File: config.mk
export PLATFORM = sky130hd
export DESIGN_NAME = lcg_step
export DESIGN_NICKNAME = d
export VERILOG_FILES = /design/src/rtl/rng_pkg.sv /design/src/rtl/lcg_step.sv
export SDC_FILE = /design/constraint.sdc
export NUM_CORES = 1
export LEC_CHECK = 0
export BUFFER_PORTS_ARGS = -buffer_cell sky130_fd_sc_hd__buf_2
export CAP_MARGIN = 10
export CORE_MARGIN = 2
export CORE_UTILIZATION = 65
export DETAILED_ROUTE_END_ITERATION = 8
export PLACE_DENSITY_LB_ADDON = 0.15
export SYNTH_ARGS = -nofsm -noshare
export SYNTH_HDL_FRONTEND = slang
export SYNTH_SLANG_ARGS = --single-unit
File: constraint.sdc
create_clock -name vclk -period 7.48
set_clock_uncertainty 0.2 [all_clocks]
set_input_delay 0 -clock vclk [all_inputs]
set_output_delay 0 -clock vclk [all_outputs]
set_load 0.005 [all_outputs]
File: src/rtl/rng_pkg.sv
// Shared constants and types for the LCG random stream generator/checker.
package rng_pkg;

    localparam logic [31:0] LCG_MULT = 32'd1103515245;
    localparam logic [31:0] LCG_INC  = 32'd12345;
    localparam logic [31:0] LCG_SEED = 32'd123456;

    typedef enum logic {
        HUNT   = 1'b0,
        LOCKED = 1'b1
    } chk_state_t;

endpackage

File: src/rtl/lcg_step.sv
// One LCG step: dout = din * LCG_MULT + LCG_INC, truncated to DATA_WIDTH.
module lcg_step
    import rng_pkg::*;
#(
    parameter int DATA_WIDTH = 32
) (
    input  logic [DATA_WIDTH-1:0] din,
    output logic [DATA_WIDTH-1:0] dout
);

    localparam logic [DATA_WIDTH-1:0] MULT_W = DATA_WIDTH'(LCG_MULT);
    localparam logic [DATA_WIDTH-1:0] INC_W  = DATA_WIDTH'(LCG_INC);

    assign dout = din * MULT_W + INC_W;

endmodule

# --- Word level (Yosys, flattened, before mapping) ---
# Index checks and enable logic that the tools add are counted.
word_totals:
  mem_bits_rw: 0
  romBits: 0
  word_cells: 2
  inputBits: 32
  reg_bits: 0
  latch_bits: 0
  output_inout_bits: 32
  mem_count: 0
op_classes:
  eq_ne: 0
  magnitude_cmp: 0
  mul: 1
  bitwise: 0
  add_sub_neg: 1
  shifts: 0
  div_mod_pow: 0
  n_reduce_logical: 0
  mux: 0
op_table:
  columns: ["operator", "n"]
  rows:
  - ["$add A32 B14 Y32 const B", 1]
  - ["$mul A32 B31 Y32 const B", 1]

# --- Depth between registers and ports, before layout ---
# Gate-level depths: netlist of the first run.
depth:
  word_depth: 2
  mapped_depth: 26
  mapped_depth_nobuf: 25

# --- Worst setup path after synthesis of the first run ---
# OpenSTA, ideal clock, no wires.
synth_timing:
  path_type: "in2out"
  startpoint: "input port din[5]"
  endpoint: "output port dout[31]"
  path_buffers: 1
  slack_ps: 1384
  path_stages: 25
  arrival_time_ps: 5896
  required_ps: 7280
  cell_sequence: "ha_1 xor2_1 ha_1 a21oi_1 fa_1 fa_1 inv_1 fa_1 inv_1 fa_1 inv_1 fa_1 inv_1 fa_1 inv_1 ha_1 buf_2 nand4_1 nor3_1 or4_1 o221ai_1 o21ai_1 a211oi_2 a21oi_1 xnor2_1"
synth_between:
  elab_chain_len: 2
synth_lines:
  columns: ["element", "line", "source"]
  rows:
  - ["from (decl)", "lcg_step.sv:7", "input logic [DATA_WIDTH-1:0] din,"]
  - ["$mul A32 B31 Y32", "lcg_step.sv:14", "assign dout = din * MULT_W + INC_W;"]
  - ["$add A32 B14 Y32", "lcg_step.sv:14", null]
  - ["to (decl)", "lcg_step.sv:8", "output logic [DATA_WIDTH-1:0] dout"]
# No other way between the ends.

# --- Worst setup path after layout of the first run ---
layout_timing:
  startpoint: "input port din[7]"
  endpoint: "output port dout[31]"
# Same word-level chain as after synthesis.

==> metrics, run 1 <==
status finished, final reports clean; Crit-path slowest cell fa_1; per-cell routed wire length ~16 um; first-pass GRT wire length 32640 um; max incr delay on CP ~0.53 ns; PortBufs between 60 and 70; Initial Util 0.6653; crit path max fanout 9; hold_ws ~0.14 ns; die width approximately 120 um; ANT cells 0; Tcrit/Tclk final 0.9374; Slew HR 0.5221; Critical Path RT about 7.3 ns; Setup Crit Path Kind primary input to output pin; Residual DRC 0; Syn Area/Cell roughly 9.2 um^2; vias in the first global route ~6700; die area roughly 15000 um^2; Mapped Nets 1429; fin cells 1248; CP top delay family adder cells; Placed Cells between 1000 and 1500; Seq cells 0; commonest non-fill, non-tap cells in the layout 407 x inv_1, 208 x ha_1, 185 x fa_1; Max Freq between 100 and 150 MHz; post-CTS sizing 0; total gr overflow 0; Die H 123.2 um; final worst path period need ~7 ns; core region area about 14000 um^2; Ys Warns 0; CP endpoint kind output pin; Seq/Total Area, Yosys 0; final hold vios 0; vias 6246; startpoint types primary input; Layout area overhead 5.988%; antenna violations before repair 0; Hold Crit Start din[0]; setup TNS 0 ns; gp weighted congestion around 1.0; Reg area 0 um^2; drt pass-1 iters 4; Worst EP arrival a little under 7 ns; pin count of the biggest net entering global routing 10; I/O pin count 64; Final #Nets 1495; Hold EP dout[0]; hold_buf cts 0; WP buf/inv 7; setup violators final 0; GR Util All Layers 0.2848; layout cells sized above 1 0.07303; Post-Syn Area approximately 9200 um^2; vias per std cell approximately 5; commonest non-fill, non-tap cell in the layout inv_1; setup bufs post-CTS 0; Worst Tran Pin Value 0.7104 ns; clock buffer count 0; HPWL after detailed placement around 19000 um; Hold Path Depth 3; most used cell, CP fa_1; HP Class primary input to output pin; Starting DRT DRC Count around 250; max-slew violation count 0; Final ANT Viol Nets 0; Rows 43; drt total wl around 20000 um; RSZ-0062 raised after global routing no; max cap viols 0; Mapped Cells roughly 1000; Synth cell types 44
==> routing by layer <==
metal	vias to the layer above	wire, um	global-route usage
li1	3065	-	-
met1	3044	8684	0.3720
met2	101	10140	0.5165
met3	36	350	0.01015
met4	0	806	0.08452
met5	-	0	0
==> Yosys cell counts (2+ instances only) <==
cell type,number,area share
nand2b_1,4,0.0027
o21ai_0,7,0.0038
nor3_1,4,0.0022
ha_1,208,0.28
inv_1,407,0.17
fa_1,185,0.40
or2_2,3,0.0020
a221oi_2,2,0.0033
nor2_1,18,0.0073
xnor2_1,49,0.046
nand2_1,16,0.0065
nand3_1,3,0.0016
and3_1,3,0.0020
xor2_1,13,0.012
a211oi_1,3,0.0024
o21a_1,4,0.0033
nand4_1,5,0.0034
a21o_1,7,0.0057
buf_2,3,0.0016
o21bai_1,7,0.0057
a21oi_1,29,0.016
and2_1,2,0.0014
==> area by class of cell <==
type,instances,area [um^2]
inverters,407,1528
repair buffers,67,342.8
fillers,1112,4093
multi-input cells,594,7692
well taps,180,225.2
==> through the flow <==
stage / setup WS (ns) / utilization / area [um^2]
2_1_floorplan: 1.384 / - / 9235
3_3_place_gp: 0.5424 / 0.7052 / 9788
6_report: 0.4683 / 0.7052 / 9788
4_1_cts: 0.4465 / 0.7052 / 9788
5_1_grt: 0.07974 / 0.7052 / 9788
3_5_place_dp: 0.4491 / 0.7052 / 9788
==> worst max-delay path by stage <==
| stage | from | endpoint | slack (ns) | depth (start not counted) |
|---|---|---|---|---|
| finish | din[7] | dout[31] | 0.47 | 26 |
| global route | din[7] | dout[31] | 0.08 | 26 |
| CTS | din[6] | dout[31] | 0.45 | 26 |
| detailed placement | din[7] | dout[31] | 0.45 | 24 |
| global placement | din[6] | dout[31] | 0.54 | 26 |
| floorplan | din[5] | dout[31] | 1.38 | 25 |
==> logic make-up after synthesis <==
family          share of synthesized area
compound gates                    0.05650
fa+ha+maj                          0.6828
buf+inv                            0.1671
simple gates                      0.03374
mux                              0.001084
xor+xnor                          0.05880
Power of run 1 is not shown: default switching activity piles up to over one toggle a cycle in this logic, so the estimate is an artifact.
==> run 2: changes to the inputs <==
--- a/config.mk
+++ b/config.mk
@@ -8,7 +8,7 @@
 export BUFFER_PORTS_ARGS = -buffer_cell sky130_fd_sc_hd__buf_2
 export CAP_MARGIN = 10
 export CORE_MARGIN = 2
-export CORE_UTILIZATION = 65
+export CORE_UTILIZATION = 59
 export DETAILED_ROUTE_END_ITERATION = 8
 export PLACE_DENSITY_LB_ADDON = 0.15
 export SYNTH_ARGS = -nofsm -noshare
==> constraint.sdc (replaced) <==
create_clock -name vclk -period 6
set_clock_uncertainty 0.2 [all_clocks]
set_input_delay 0 -clock vclk [all_inputs]
set_output_delay 0 -clock vclk [all_outputs]
set_load 0.005 [all_outputs]
==> run 2 against run 1 <==
Against the previous run:
- the flow now finishes with violations (setup timing)
- setup slack got worse by 0.85 ns
- die area is 9.8% higher
- global-route usage grew 0.15 points
- wire length grew 17%
- utilization up 7.6 points
- non-clock buffer count increased by 169
- final cell count rose by 16%
- hold slack gained 0.065 ns
- critical endpoint unchanged
==> metrics, run 2 (same netlist as run 1, synthesis figures left out) <==
fin cells 1448 (+16%); drt total wl 23460 um (+17%); Hold Crit Start din[0]; grt met1 use 0.3660 (-0.005980); Placed Area 11050 um^2 (+13%); max cap viols 0 (unchanged); vias in the first global route 7555 (+13%); per-cell routed wire length 16.20 um (+1.2%); Tcrit/Tclk final 1.063; layout cells sized above 1 0.2813 (+0.2083); max-slew violation count 0 (unchanged); commonest non-fill, non-tap cell in the layout inv_1; status finished with violations; final worst path period need 6.381 ns; Worst EP arrival 6.18 ns (-0.63 ns); final worst slack -0.3810 ns (-0.8492 ns); crit path max fanout 5 (-4); core region area 15260 um^2 (+9.9%); grt met2 use 0.5393 (+0.02284); pre-CTS setup slack -0.7229 ns (-1.172 ns); Starting DRT DRC Count 205 (-18%); gp weighted congestion 1.008 (+0.95%); pin count of the biggest net entering global routing 7 (-3); CP endpoint kind output pin; hold_buf cts 0 (unchanged); Critical Path RT 5.80 ns (-1.48 ns); hold_ws 0.2085 ns (+0.06494 ns); GR Util All Layers 0.2863 (+0.001493); HP Class primary input to output pin; Layout area overhead 29.07%; crit path from din[7]; Seq cells 0 (unchanged); RSZ-0062 raised after global routing yes; first-pass GRT wire length 36630 um (+12%); Placed Cells 1436 (+15%); Rows 45 (+4.7%); Final #Nets 1664 (+11%); Initial Util 0.6052 (-0.06007); Reg area 0 um^2 (unchanged); PortBufs 64 (unchanged); ANT cells 0 (unchanged); startpoint types primary input; post-route cell area 11920 um^2 (+22%); die width 129.1 um (+4.8%); Setup Crit Path Kind primary input to output pin; Residual DRC 0 (unchanged); antenna violations before repair 0 (unchanged); final hold vios 0 (unchanged); I/O pin count 64 (unchanged); die area 16670 um^2 (+9.8%); vias per std cell 4.831 (-3.5%); total gr overflow 0 (unchanged); commonest non-fill, non-tap cells in the layout 388 x inv_1, 181 x fa_1, 171 x ha_1; HPWL after detailed placement 20920 um (+10%); Slew HR 0.7044 (+0.1823); Hold Path Depth 4 (+1); failing checks setup timing; drt pass-1 iters 4 (unchanged); grt met3 use 0.009083 (-0.001064); setup violators final 9 (+9); Worst Tran Pin Value 0.4434 ns (-0.2670 ns); Max Freq roughly 160 MHz; vias 6996 (+12%); busiest grt layer met2; Die H 129.1 um (+4.8%); clock buffer count 0 (unchanged); Final ANT Viol Nets 0 (unchanged)
## run 2: repair_timing
action / in CTS / in global routing
setup endpoints to repair: 12 / 14
resized for setup: 52 / 99
setup buffers: 11 / 7
pin swaps: 33 / 41
## run 2: per-stage QoR
step | utilization | TNS [ns]
floorplan | - | 0
global placement | 0.7241 | -2.952
detailed placement | 0.7241 | -4.112
CTS | 0.7478 | -1.967
global route | 0.7812 | -4.035
finish | 0.7812 | -2.021
## run 2: metal layers
layer  part of all wire  wire [um]
met3              0.021        489
met1               0.42       9965
met2               0.53      12330
met5                  0          0
met4              0.029        675
## run 2: final cells by class
cell class	instances	area [um^2]
Inverter	407	1528
Fill cell	1053	3338
Multi-Input combinational cell	594	8401
Tap cell	211	264.0
Timing Repair Buffer	236	1728
## run 2: worst max-delay path, stage by stage
cell      delay (ns)
buf_12          0.11
ha_4            0.26
xor2_4          0.20
ha_4            0.18
a21oi_4         0.13
fa_1            0.45
fa_1            0.52
inv_2           0.04
fa_1            0.49
inv_2           0.04
fa_1            0.48
inv_1           0.05
fa_1            0.47
inv_1           0.05
fa_1            0.51
inv_2           0.05
ha_4            0.25
nand4_1         0.16
nor3_2          0.07
or4_4           0.55
o221ai_4        0.26
o21ai_4         0.12
a211oi_2        0.20
buf_4           0.18
a21oi_4         0.07
xnor2_1         0.15
buf_2           0.13
## run 2: final timing paths
check	end	slack [ns]
max	dout[31]	-0.38
min	dout[0]	0.21
Power of run 2 is left out for the same reason.
==> run 3: changes to the inputs <==
--- a/config.mk
+++ b/config.mk
@@ -5,10 +5,11 @@
 export SDC_FILE = /design/constraint.sdc
 export NUM_CORES = 1
 export LEC_CHECK = 0
+export ABC_AREA = 1
 export BUFFER_PORTS_ARGS = -buffer_cell sky130_fd_sc_hd__buf_2
 export CAP_MARGIN = 10
 export CORE_MARGIN = 2
-export CORE_UTILIZATION = 59
+export CORE_UTILIZATION = 55
 export DETAILED_ROUTE_END_ITERATION = 8
 export PLACE_DENSITY_LB_ADDON = 0.15
 export SYNTH_ARGS = -nofsm -noshare
==> run 3 against run 2 <==
Against the previous run:
- the flow now finishes without violations
- critical path depth stayed put
- critical path type unchanged
- non-clock buffer count is 113 lower
- wire length is 3.3% higher
- synthesized area is 4.8% higher
- fmax is 9.8% higher
- via count is 7.2% higher
- highest routed layer unchanged
- sequential share of layout area stayed put
==> metrics, run 3 <==
per-cell routed wire length 16.06 um (-0.87%); Final ANT Viol Nets 0 (unchanged); GR Util All Layers 0.2773 (-0.009050); Synth top area share 0.3827 (-0.01835); HPWL after detailed placement 22420 um (+7.1%); Mapped Cells 1161 (+16%); top post-synthesis cells by area fa_1 38%, ha_1 27%, inv_1 17%; Rows 48 (+6.7%); Synth cell types 31 (-30%); Worst EP arrival 5.61 ns (-0.57 ns); max-slew violation count 0 (unchanged); Die H 136.7 um (+5.8%); Residual DRC 0 (unchanged); area of the multi-input gates 8317 um^2 (-1.0%); max cap viols 0 (unchanged); commonest non-fill, non-tap cells in the layout 434 x inv_1, 188 x ha_1, 183 x fa_1; Tcrit/Tclk final 0.9686 (-0.09493); drt total wl 24230 um (+3.3%); HP Class primary input to output pin; Starting DRT DRC Count 310 (+51%); first-pass GRT wire length 39360 um (+7.5%); core region area 17240 um^2 (+13%); Post-Syn Area 9678 um^2 (+4.8%); vias per std cell 4.970 (+2.9%); cell taking the most area after synthesis fa_1; final hold vios 0 (unchanged); cell with the most instances after synthesis inv_1; PortBufs 64 (unchanged); Mapped Nets 1586 (+11%); die area 18670 um^2 (+12%); gp weighted congestion 1.027 (+1.9%); startpoint types primary input; Worst Tran Pin Value 0.4154 ns (-0.02795 ns); Reg area 0 um^2 (unchanged); status finished, final reports clean; die width 136.7 um (+5.8%); CP endpoint kind output pin; Final #Nets 1711 (+2.8%); layout cells sized above 1 0.1643 (-0.1170); final worst slack 0.1886 ns (+0.5696 ns); total gr overflow 0 (unchanged); hold_ws 0.2911 ns (+0.08256 ns); Critical Path RT 5.80 ns (about the same); crit path max fanout 4 (-1); Slew HR 0.7205 (+0.01608); Max Freq 172.1 MHz (+9.8%); Seq/Total Area, Yosys 0 (unchanged); RSZ-0062 raised after global routing yes; Seq cells 0 (unchanged); I/O pin count 64 (unchanged); pin count of the biggest net entering global routing 10 (+3); Finished Core Util 0.6434 (-0.1379); synth cell count leaders 446 x inv_1, 208 x ha_1, 185 x fa_1, 124 x nand2_1, 37 x a21oi_1; vias 7500 (+7.2%); clock buffer count 0 (unchanged); pre-CTS setup slack -0.09835 ns (+0.6246 ns); Fillers 1526 (+45%); antenna violations before repair 0 (unchanged); Initial Util 0.5615 (-0.04376); commonest non-fill, non-tap cell in the layout inv_1; Layout area overhead 14.58%; Setup Crit Path Kind primary input to output pin; final worst path period need 5.811 ns (-0.5696 ns); ANT cells 0 (unchanged); Ys Warns 0 (unchanged); setup violators final 0 (-9); Syn Area/Cell 8.336 um^2 (-9.4%); drt pass-1 iters 6 (+2); vias in the first global route 8016 (+6.1%)
[run 3: routing by layer]
metal	track usage	vias up	share of wire
met5	0	-	0
met4	0.06713	0	0.029
met3	0.02333	44	0.046
met2	0.5144	191	0.52
met1	0.3477	3647	0.41
li1	-	3618	-
[run 3: logic make-up after synthesis]
family                     share of synthesized area
AOI/OAI and AO/OA                            0.04551
buffers and inverters                         0.1761
xor gates and xnor gates                     0.03788
adders and majority gates                     0.6516
and+or+nand+nor                              0.08895
[run 3: worst max-delay path: stages]
cell	delay, ns
buf_4	0.15
ha_4	0.26
xnor2_2	0.19
inv_1	0.09
ha_2	0.18
a21oi_2	0.12
fa_1	0.48
fa_1	0.57
inv_2	0.04
fa_1	0.48
inv_2	0.04
fa_1	0.53
inv_1	0.05
fa_1	0.47
inv_1	0.05
fa_1	0.49
inv_2	0.05
ha_4	0.28
nand2_4	0.06
nor2_4	0.13
and3_4	0.21
nand4_1	0.14
nand3_2	0.15
nand3_2	0.07
nand2_2	0.06
xor2_1	0.13
buf_2	0.13
[run 3: path summary, 6_finish.rpt]
path | startpoint | endpoint | depth (start not counted)
setup / recovery | din[7] | dout[23] | 27
hold / removal | din[0] | dout[0] | 4
[run 3: timing repair]
action,in CTS,in global routing
setup endpoints to repair,3,11
pin swaps,2,35
hold buffers,0,0
gates resized for setup,3,71
setup buffers,0,2
[run 3: area by class of cell]
type                            instances  share of cell area
Tap cell                              225             0.02539
Multi-Input combinational cell        707              0.7500
Timing Repair Buffer                  123             0.07097
Inverter                              454              0.1537
[run 3: through the flow]
stage               TNS [ns]  instance area, um^2  std cells
floorplan                  0                 9678       1161
global placement    -0.01663                10730       1508
detailed placement   -0.1284                10730       1508
CTS                        0                10740       1508
global route         -0.2162                11090       1509
finish                     0                11090       1509
Power of run 3 is left out for the same reason.
